===== config.mk =====
export PLATFORM = sky130hd
export DESIGN_NAME = regfile_write_arbiter
export DESIGN_NICKNAME = d
export VERILOG_FILES = /design/src/rtl/regfile_pkg.sv /design/src/rtl/wr_holding_slot.sv /design/src/rtl/regfile_write_arbiter.sv
export SDC_FILE = /design/constraint.sdc
export NUM_CORES = 1
export LEC_CHECK = 0
export CORE_ASPECT_RATIO = 1.1
export CORE_MARGIN = 2
export CORE_UTILIZATION = 29
export CTS_CLUSTER_DIAMETER = 40
export DETAILED_ROUTE_END_ITERATION = 7
export GPL_TIMING_DRIVEN = 0
export SYNTH_ARGS = -nofsm -noshare
export SYNTH_HDL_FRONTEND = slang
export SYNTH_SLANG_ARGS = --single-unit

===== constraint.sdc =====
create_clock -name clock -period 3.5 [get_ports clock]
set_clock_uncertainty 0.15 [all_clocks]
set_input_delay 0.35 -clock clock [delete_from_list [all_inputs] [get_ports clock]]
set_output_delay 0.35 -clock clock [all_outputs]
set_load 0.05 [all_outputs]

===== src/rtl/regfile_pkg.sv =====
// Shared definitions for the register file, its write arbiter and the hazard unit.
package regfile_pkg;

    localparam int unsigned DATA_W = 32;
    localparam int unsigned ADDR_W = 5;
    localparam int unsigned NREGS  = 32;
    // One extra bit so the clear counter can represent NREGS itself.
    localparam int unsigned CNT_W  = ADDR_W + 1;

    typedef enum logic {
        ST_CLEAR,
        ST_RUN
    } state_t;

    typedef enum logic {
        REQ_A,
        REQ_B
    } req_id_t;

    typedef struct packed {
        logic [ADDR_W-1:0] addr;
        logic [DATA_W-1:0] data;
    } wr_entry_t;

endpackage


===== src/rtl/wr_holding_slot.sv =====
// One-entry write buffer (valid/addr/data) sitting in front of the register-file write port.
// Ports:
//   clock, reset  - rising-edge clock, asynchronous active-high reset
//   load          - capture load_entry (takes priority over drain, so a slot can refill as it drains)
//   drain         - entry has been granted and leaves the slot
//   load_entry    - incoming addr/data
//   full          - slot holds a pending write
//   entry         - held addr/data
module wr_holding_slot
    import regfile_pkg::*;
(
    input  logic      clock,
    input  logic      reset,
    input  logic      load,
    input  logic      drain,
    input  wr_entry_t load_entry,
    output logic      full,
    output wr_entry_t entry
);

    always_ff @(posedge clock or posedge reset) begin
        if (reset) begin
            full  <= 1'b0;
            entry <= '0;
        end else if (load) begin
            full  <= 1'b1;
            entry <= load_entry;
        end else if (drain) begin
            full  <= 1'b0;
        end
    end

endmodule


===== src/rtl/regfile_write_arbiter.sv =====
// Owner of the register file's single write port. Clears all registers after reset,
// then merges writes from the writeback pipeline (A) and the multi-cycle/load path (B)
// round-robin, one write per cycle, and reports pending writes for hazard detection.
// Ports:
//   clock, reset                  - rising-edge clock, asynchronous active-high reset
//   a_valid/a_ready/a_addr/a_data - requester A handshake and write payload
//   b_valid/b_ready/b_addr/b_data - requester B handshake and write payload
//   enc/addrc/datac               - registered register-file write port
//   init_done                     - clear sequence finished
//   q_addr/q_hit                  - hazard query: is a write to q_addr still pending
module regfile_write_arbiter
    import regfile_pkg::*;
(
    input  logic              clock,
    input  logic              reset,
    input  logic              a_valid,
    output logic              a_ready,
    input  logic [ADDR_W-1:0] a_addr,
    input  logic [DATA_W-1:0] a_data,
    input  logic              b_valid,
    output logic              b_ready,
    input  logic [ADDR_W-1:0] b_addr,
    input  logic [DATA_W-1:0] b_data,
    output logic              enc,
    output logic [ADDR_W-1:0] addrc,
    output logic [DATA_W-1:0] datac,
    output logic              init_done,
    input  logic [ADDR_W-1:0] q_addr,
    output logic              q_hit
);

    state_t            state, state_next;
    logic [CNT_W-1:0]  clr_cnt, clr_cnt_next;
    req_id_t           rr_ptr, rr_next;
    logic              enc_next;
    logic [ADDR_W-1:0] addrc_next;
    logic [DATA_W-1:0] datac_next;
    logic              init_done_next;

    wr_entry_t a_in, b_in, a_entry, b_entry;
    logic      a_full, b_full;
    logic      grant_a, grant_b;
    logic      a_load, b_load;
    logic      run;

    assign run = (state == ST_RUN);

    // At most one grant; the pointer only matters when both slots are full.
    assign grant_a = run & a_full & (~b_full | (rr_ptr == REQ_A));
    assign grant_b = run & b_full & (~a_full | (rr_ptr == REQ_B));

    // A slot being drained this cycle may be refilled on the same edge.
    assign a_ready = run & (~a_full | grant_a);
    assign b_ready = run & (~b_full | grant_b);
    assign a_load  = a_valid & a_ready;
    assign b_load  = b_valid & b_ready;

    assign a_in = '{addr: a_addr, data: a_data};
    assign b_in = '{addr: b_addr, data: b_data};

    wr_holding_slot u_slot_a (
        .clock      (clock),
        .reset      (reset),
        .load       (a_load),
        .drain      (grant_a),
        .load_entry (a_in),
        .full       (a_full),
        .entry      (a_entry)
    );

    wr_holding_slot u_slot_b (
        .clock      (clock),
        .reset      (reset),
        .load       (b_load),
        .drain      (grant_b),
        .load_entry (b_in),
        .full       (b_full),
        .entry      (b_entry)
    );

    // Pending write: still buffered, or being written this cycle. Register 0 never hazards.
    assign q_hit = run & (q_addr != '0) &
                   ((a_full & (a_entry.addr == q_addr)) |
                    (b_full & (b_entry.addr == q_addr)) |
                    (enc & (addrc == q_addr)));

    // Next-state and write-port values.
    always_comb begin
        state_next     = state;
        clr_cnt_next   = clr_cnt;
        rr_next        = rr_ptr;
        enc_next       = 1'b0;
        addrc_next     = addrc;
        datac_next     = datac;
        init_done_next = init_done;
        case (state)
            ST_CLEAR: begin
                enc_next     = 1'b1;
                addrc_next   = clr_cnt[ADDR_W-1:0];
                datac_next   = '0;
                clr_cnt_next = clr_cnt + CNT_W'(1);
                if (clr_cnt == CNT_W'(NREGS - 1)) begin
                    state_next     = ST_RUN;
                    init_done_next = 1'b1;
                end
            end
            ST_RUN: begin
                // Register 0 is hardwired: the grant is consumed but no write is issued.
                if (grant_a) begin
                    enc_next   = (a_entry.addr != '0);
                    addrc_next = a_entry.addr;
                    datac_next = a_entry.data;
                    rr_next    = REQ_B;
                end else if (grant_b) begin
                    enc_next   = (b_entry.addr != '0);
                    addrc_next = b_entry.addr;
                    datac_next = b_entry.data;
                    rr_next    = REQ_A;
                end
            end
            default: state_next = ST_CLEAR;
        endcase
    end

    // State, pointer and write-port registers.
    always_ff @(posedge clock or posedge reset) begin
        if (reset) begin
            state     <= ST_CLEAR;
            clr_cnt   <= '0;
            rr_ptr    <= REQ_A;
            enc       <= 1'b0;
            addrc     <= '0;
            datac     <= '0;
            init_done <= 1'b0;
        end else begin
            state     <= state_next;
            clr_cnt   <= clr_cnt_next;
            rr_ptr    <= rr_next;
            enc       <= enc_next;
            addrc     <= addrc_next;
            datac     <= datac_next;
            init_done <= init_done_next;
        end
    end

endmodule

# After elaboration in Yosys (flattened, before gate mapping)
# Cells that the tools add are included.
[word_totals]
regBits = 123
input_bits = 83
out_inout_bits = 42
wordCells = 66
[op_classes]
add_sub_neg = 1
n_eq_ne = 5
n_mux = 16
bitwise_logic = 23
reduce_logical = 8
[op_table]
columns = ["operator", "count"]
rows = [
  ["$mux 32", 2],
  ["$pmux 32 s2", 1],
  ["$eq 5x5->1", 3],
  ["$reduce_bool 5->1", 3],
  ["$and 1x1->1", 13],
  ["$mux 5", 2],
  ["$pmux 5 s2", 1],
  ["$mux 1", 9],
  ["$add 6x1->6 const B", 1],
  ["$eq 6x5->1 const B", 1],
  ["$or 1x1->1", 6],
  ["$reduce_bool 2->1", 3],
  ["$not 1->1", 4],
  ["$reduce_and 2->1", 2],
  ["$ne 3x1->1 const B", 1],
  ["$pmux 1 s2", 1],
]

# Depth between registers and ports, before layout
# Gate-level depths: netlist (run 1).
[logic_depth]
ltp_word = 7
depth_mapped = 6
ltp_nobuf = 4

# Modules after synthesis
# A second synthesis (run 1) with hierarchy kept.
[unflattened]
hier_cells = 397
area_unflattened_um2 = 5366.4
[modules_own_cells]
columns = ["module", "n_inst", "cells_per_inst", "area_each_um2"]
rows = [
  ["wr_holding_slot", 2, 82, 1492.7],
  ["regfile_write_arbiter", 1, 233, 2381.0],
]

# Least setup slack after synthesis (run 1)
# OpenSTA, ideal clock, no wires.
[synth_path]
path_type = "reg-to-output"
start = "reg addrc[0]"
end = "out q_hit"
arrival_time_ps = 2062
required_time_ps = 3000
path_slack_ps = 938
stages_incl_launch_ff = 5
n_path_buf = 0
cell_sequence = "dfrtp_1 -> xor2_1 -> nor4_1 -> nand3_1 -> a31oi_1"
[synth_via]
elab_chain_cells = 4
[synth_lines]
columns = ["item", "line_no", "text"]
rows = [
  ["start, declared", "regfile_write_arbiter.sv:25", "output logic [ADDR_W-1:0] addrc,"],
  ["start signal, assigned", "regfile_write_arbiter.sv:140", "addrc <= addrc_next;"],
  ["$eq 5x5->1", "regfile_write_arbiter.sv:85", "(enc & (addrc == q_addr)));"],
  ["$and 1x1->1", "regfile_write_arbiter.sv:85", ""],
  ["$or 1x1->1", "regfile_write_arbiter.sv:84", "(b_full & (b_entry.addr == q_addr)) |"],
  ["$and 1x1->1", "regfile_write_arbiter.sv:82", "assign q_hit = run & (q_addr != '0) &"],
  ["end, declared", "regfile_write_arbiter.sv:29", "output logic q_hit"],
]
# No other way between the ends.

# Worst setup path after layout (run 1)
[layout_path]
start = "reg state, in the netlist run"
end = "out q_hit"
[layout_via]
elab_chain_cells = 2
[layout_lines]
columns = ["item", "line_no", "text"]
rows = [
  ["start, declared", "regfile_write_arbiter.sv:32", "state_t state, state_next;"],
  ["start signal, assigned", "regfile_write_arbiter.sv:136", "state <= state_next;"],
  ["$and 1x1->1 (2 in a row)", "regfile_write_arbiter.sv:82", ""],
]
# No other way between the ends.

==> results of run 1 <==
routing by layer:
layer  routed length [um]  GRT usage, %  vias up
met5                    0             0        -
met4                  110         4.323        0
met3                  649         4.077       12
met2                 6913         23.09       87
met1                 6228         18.60     1878
li1                     -             -     1724
cells by family (layout without fill, tap and decap cells):
group / after synthesis / after routing / synth area share [%]
and+or+nand+nor: 65 / 65 / 6.412
buffers and inverters: 27 / 184 / 3.487
AOI/OAI and AO/OA: 51 / 51 / 5.490
adders and majority gates: 1 / 1 / 0.2249
muxes: 112 / 112 / 25.89
other: 0 / 1 / 0
DFF: 123 / 123 / 55.34
xor gates and xnor gates: 20 / 20 / 3.150
critical path: stages (launching register included):
cell and delay, ns:
dfrtp_1 0.48, clkbuf_1 0.47, buf_2 0.34, o21ai_0 0.12
a31oi_1 0.16, clkdlybuf4s50_1 0.83
state kept, by name (all words and copies together), names as in the netlist, 5 cells and up:
signal	flops
addrc	5
clr_cnt	6
u_slot_b.entry	37
datac	32
u_slot_a.entry	37
through the flow:
step / cell area, um2 / utilization [%]
6_report: 7795 / 41.10
5_1_grt: 7792 / 41.09
4_1_cts: 7792 / 41.09
3_5_place_dp: 7156 / 37.73
3_3_place_gp: 7116 / 37.52
2_1_floorplan: 5565 / -
synth_stat cells (all sizes together):
library cell	n
o21bai	1
clkbuf	6
nand2	12
nor2	2
ha	1
buf	17
inv	4
or4	3
a21oi	1
o211ai	1
a31oi	6
nor4	3
o311ai	1
a22o	1
or3	1
mux2i	37
xnor2	7
dfrtp	123
nand3	39
nor2b	5
xor2	13
mux2	75
o221ai	1
o21ai	39
final cells by class:
class,count,area (um2),share of cell area (%)
multi-input combinational,249,2290,29.37
tap,247,309.0,3.965
antenna,1,2.502,0.03210
timing repair buffer,126,1281,16.44
clock buffer,24,501.7,6.437
buffer,23,178.9,2.295
sequential,123,3078,39.49
inverter,4,18.77,0.2408
clock inverter,7,135.1,1.734
path summary, 6_finish.rpt:
check,to,slack [ns],cells after the start
min reg2reg,clr_cnt[5],0.32,1
max reg2reg,addrc[1],1.30,4
min in group asynchronous,u_slot_b.entry[33],0.33,2
min,clr_cnt[5],0.32,1
max,q_hit,0.21,5
max in group asynchronous,datac[13],2.16,3
power by group:
group / total [W] / internal (W) / switching [W] / leakage, nW
combinational: 0.00157 / 0.000702 / 0.000868 / 1.67
sequential: 0.00193 / 0.00171 / 0.000219 / 1.44
clock: 0.00189 / 0.00128 / 0.000605 / 0.316
total: 0.00539 / 0.00369 / 0.00169 / 3.43
==> flow_metrics.env, run 1 <==
export IMPL_setup_tns_ns=0
export IMPL_portBuffers=124
export IMPL_synth_cell_types=36
export IMPL_h_tree_depth=4
export IMPL_yosysTopAreaCellShare_pct=55.34
export IMPL_numCtsBuffers=17
export IMPL_nets=628
export IMPL_clockBufferDepth=2
export IMPL_worst_setup_path_start_kind="flip-flop"
export IMPL_critPathMaxFanout=10
export IMPL_fill_cells=1801
export IMPL_initial_utilization_pct=29.32
export IMPL_drt_wl_total_um=13900
export IMPL_post_route_period_util_pct=94.06
export IMPL_setup_viol=0
export IMPL_detailedPlace_worstSlack_ns=0.4917
export IMPL_vias=3701
export IMPL_power_density_mw_per_mm2=691.1
export IMPL_drcViolationCount=0
export IMPL_worstSetupEndpointType="output port"
export IMPL_routedWlPerCell_um=17.29
export IMPL_grt_pass1_wl_um=22080
export IMPL_grt_start_max_net_pins=44
export IMPL_syn_to_final_growth_pct=40.16
export IMPL_yosysSeqAreaShare_pct=55.34
export IMPL_syn_area_per_cell_um2=13.94
export IMPL_rsz0062_at_grt="false"
export IMPL_place_congestion=0.7611
export IMPL_die_x_um=136.0
export IMPL_arrival_ns=2.79
export IMPL_maxCapViolations=0
export IMPL_final_cell_mix="124 x clkdlybuf4s50_1, 123 x dfrtp_1, 60 x mux2_4"
export IMPL_ys_warnings_count=0
export IMPL_rows=53
export IMPL_overflow=0
export IMPL_hp_class="flip-flop to flip-flop"
export IMPL_synth_area_leaders="dfrtp_1 55%, mux2_4 16%, mux2i_1 6.7%"
export IMPL_core_mm2=0.01897
export IMPL_fp_dieH_um=149.2
export IMPL_relSlewSlack_pct=38.21
export IMPL_final_instance_count_excl_fill=804
export IMPL_drtPass1Iterations=4
export IMPL_mostFrequentLayoutCell="clkdlybuf4s50_1"
export IMPL_cts_sinks=123
export IMPL_irDropWorstVdd_uv=328.9
export IMPL_ant_nets=0
export IMPL_finalHoldViolCount=0
export IMPL_ios=125
export IMPL_synth_top_area_cell="dfrtp_1"
export IMPL_dpl_hpwl_um=9933
export IMPL_ctsResizeCount=0
export IMPL_hp_start="clr_cnt[5]"
export IMPL_tightest_slew_ns=0.9249
export IMPL_clock_latency_ns=0.40
export IMPL_cts_tree="yes"
export IMPL_postLayoutSetupSlackWorst_ns=0.2078
export IMPL_layout_drive_gt1_share_pct=23.38
export IMPL_status="complete, no violations"
export IMPL_grtUsageTotal_pct=14.30
export IMPL_timing_critical_path_from="run"
export IMPL_report_final_slew_viol_count=0
export IMPL_dieArea_mm2=0.02030
export IMPL_cts_hold_buf=0
export IMPL_critical_path_class="flip-flop to output port"
export IMPL_grt_pass1_vias=3982
export IMPL_path_clk_slew_ns=0.05
export IMPL_clockRootBuffer="clkbuf_16"
export IMPL_netlist_instances=399
export IMPL_drt_initial_drc_count=141
export IMPL_power_w=0.005387
export IMPL_worstReg2RegStart="u_slot_b.full"
export IMPL_placed_cells=772
export IMPL_syn_area_mm2=0.005562
export IMPL_fmax_mhz=303.7
export IMPL_synth_fp_nets=483
export IMPL_vias_per_cell=4.603
export IMPL_p_leak_nw=3.425
export IMPL_hold_slack_ns=0.3219
export IMPL_post_cts_setup_buffers=0
export IMPL_cp_required_ns=3.00
export IMPL_synth_seq_cells=123
export IMPL_antenna_found_initial=1
export IMPL_finalCriticalPeriod_ns=3.292
Power figures use the tool's default switching activity.
==> run 2, diff against run 1 <==
--- a/config.mk
+++ b/config.mk
@@ -11,6 +11,7 @@
 export CTS_CLUSTER_DIAMETER = 40
 export DETAILED_ROUTE_END_ITERATION = 7
 export GPL_TIMING_DRIVEN = 0
+export SETUP_SLACK_MARGIN = 0.15
 export SYNTH_ARGS = -nofsm -noshare
 export SYNTH_HDL_FRONTEND = slang
 export SYNTH_SLANG_ARGS = --single-unit
==> run 2 against run 1 <==
Against the previous run:
- first-iteration DRC count unchanged
- register-to-register slack improved by 0.02 ns
- die area unchanged
- routed wire length hardly changed
- highest routed layer unchanged
- power about the same
- cell area is essentially flat
- combinational power hardly changed
- global-route usage unchanged
- sequential power barely moved
==> flow_metrics.env, run 2 (synthesized netlist as in run 1, its figures left out) <==
export IMPL_vias=3700
export IMPL_drcViolationCount=0
export IMPL_p_leak_nw=3.428
export IMPL_setup_viol=0
export IMPL_setup_tns_ns=0
export IMPL_clockBufferDepth=2
export IMPL_worst_setup_path_start_kind="flip-flop"
export IMPL_critical_path_class="flip-flop to output port"
export IMPL_irDropWorstVdd_uv=329.5
export IMPL_cts_tree="yes"
export IMPL_report_final_slew_viol_count=0
export IMPL_layout_drive_gt1_share_pct=23.56
export IMPL_dieArea_mm2=0.02030
export IMPL_fp_dieH_um=149.2
export IMPL_critPathMaxFanout=10
export IMPL_r2r_end="addrc[1]"
export IMPL_h_tree_depth=4
export IMPL_routedWlPerCell_um=17.29
export IMPL_clockRootBuffer="clkbuf_16"
export IMPL_relSlewSlack_pct=38.22
export IMPL_hold_slack_ns=0.3219
export IMPL_maxCapViolations=0
export IMPL_grt_pass1_wl_um=22080
export IMPL_placed_cells=772
export IMPL_core_mm2=0.01897
export IMPL_status="complete, no violations"
export IMPL_nets=628
export IMPL_fmax_mhz=323.1
export IMPL_grt_start_max_net_pins=44
export IMPL_hp_start="clr_cnt[5]"
export IMPL_drt_initial_drc_count=141
export IMPL_final_instance_count_excl_fill=804
export IMPL_grtUsageTotal_pct=14.30
export IMPL_reg2regPathDepth=4
export IMPL_power_density_mw_per_mm2=690.9
export IMPL_path_clk_slew_ns=0.05
export IMPL_rows=53
export IMPL_worstHoldEndpoint="clr_cnt[5]"
export IMPL_post_route_period_util_pct=88.42
export IMPL_vias_per_cell=4.602
export IMPL_syn_to_final_growth_pct=40.18
export IMPL_power_w=0.005387
export IMPL_drt_wl_total_um=13900
export IMPL_drtPass1Iterations=4
export IMPL_multi_input_area_mm2=0.002290
export IMPL_arrival_ns=2.59
export IMPL_clock_latency_ns=0.40
export IMPL_hp_class="flip-flop to flip-flop"
export IMPL_cp_required_ns=3.00
export IMPL_grt_pass1_vias=3982
export IMPL_tightest_slew_ns=0.9248
export IMPL_portBuffers=124
export IMPL_fill_cells=1802
export IMPL_die_x_um=136.0
export IMPL_overflow=0
export IMPL_seq_area_mm2=0.003078
export IMPL_finalCriticalPeriod_ns=3.095
export IMPL_ios=125
export IMPL_dpl_hpwl_um=9933
export IMPL_rsz0062_at_grt="false"
export IMPL_reg_top3="u_slot_a.entry (37), u_slot_b.entry (37), datac (32)"
export IMPL_reg2reg_slack_ns=1.32
export IMPL_place_congestion=0.7611
export IMPL_worstSetupEndpointType="output port"
export IMPL_whs_path_depth=1
export IMPL_antenna_found_initial=1
export IMPL_numCtsBuffers=17
export IMPL_ant_nets=0
export IMPL_worstReg2RegStart="u_slot_b.full"
export IMPL_final_cell_mix="124 x clkdlybuf4s50_1, 123 x dfrtp_1, 60 x mux2_4"
export IMPL_finalHoldViolCount=0
export IMPL_cts_sinks=123
export IMPL_mostFrequentLayoutCell="clkdlybuf4s50_1"
export IMPL_post_cts_setup_buffers=0
export IMPL_initial_utilization_pct=29.32
-- run 2: cell types whose count changed in the layout (fill, tap and decap cells not counted) --
cell      delta
clkbuf_1     -1
clkbuf_2     +1
-- run 2: layer usage --
layer	vias to the layer above	wire, um	GRT usage, %
li1	1724	-	-
met1	1877	6220	18.60
met2	87	6912	23.09
met3	12	655	4.077
met4	0	115	4.323
met5	-	0	0
-- run 2: how the worst max path moves through the flow --
stage                     startpoint  cells after the start        end
final                            run                      5      q_hit
after CTS                        run                      5      q_hit
after floorplan             addrc[0]                      4      q_hit
after global routing       q_addr[1]                      6      q_hit
after detailed placement   q_addr[3]                      6      q_hit
after global placement         reset                      2  datac[15]
-- run 2: metrics by stage --
step / instance area, um2 / setup WS (ns) / util (%)
after floorplan: 5565 / 0.9377 / -
after global placement: 7116 / 0.3834 / 37.52
after detailed placement: 7156 / 0.4917 / 37.73
after CTS: 7794 / 0.3398 / 41.09
after global routing: 7794 / 0.2843 / 41.09
final: 7796 / 0.4053 / 41.11
-- run 2: timing repair --
action / CTS / global route
setup endpoints to repair: 1 / 0
endpoints found under the hold margin: 0 / 0
hold buffers: 0 / 0
resized for setup: 1 / 0
-- run 2: worst max-delay path, cell delays in order, from the launching register on --
cell and delay (ns):
dfrtp_1 0.48, clkbuf_2 0.32, buf_2 0.29, o21ai_0 0.12, a31oi_1 0.16, clkdlybuf4s50_1 0.83
-- run 2: layout make-up --
class,count,share of cell area [%]
plain buffers,23,2.311
repair buffers,126,16.43
multi-input cells,249,29.37
well taps,247,3.964
inverters,4,0.2407
flip-flops and latches,123,39.48
diodes,1,0.03210
clock inverters,7,1.733
clock buffers,24,6.436
-- run 2: power breakdown --
group          leakage (nW)  switching [W]  internal [W]
Sequential             1.44       0.000219       0.00171
Clock                 0.316       0.000606       0.00128
Combinational          1.67       0.000867      0.000702
Total                  3.43        0.00169       0.00369
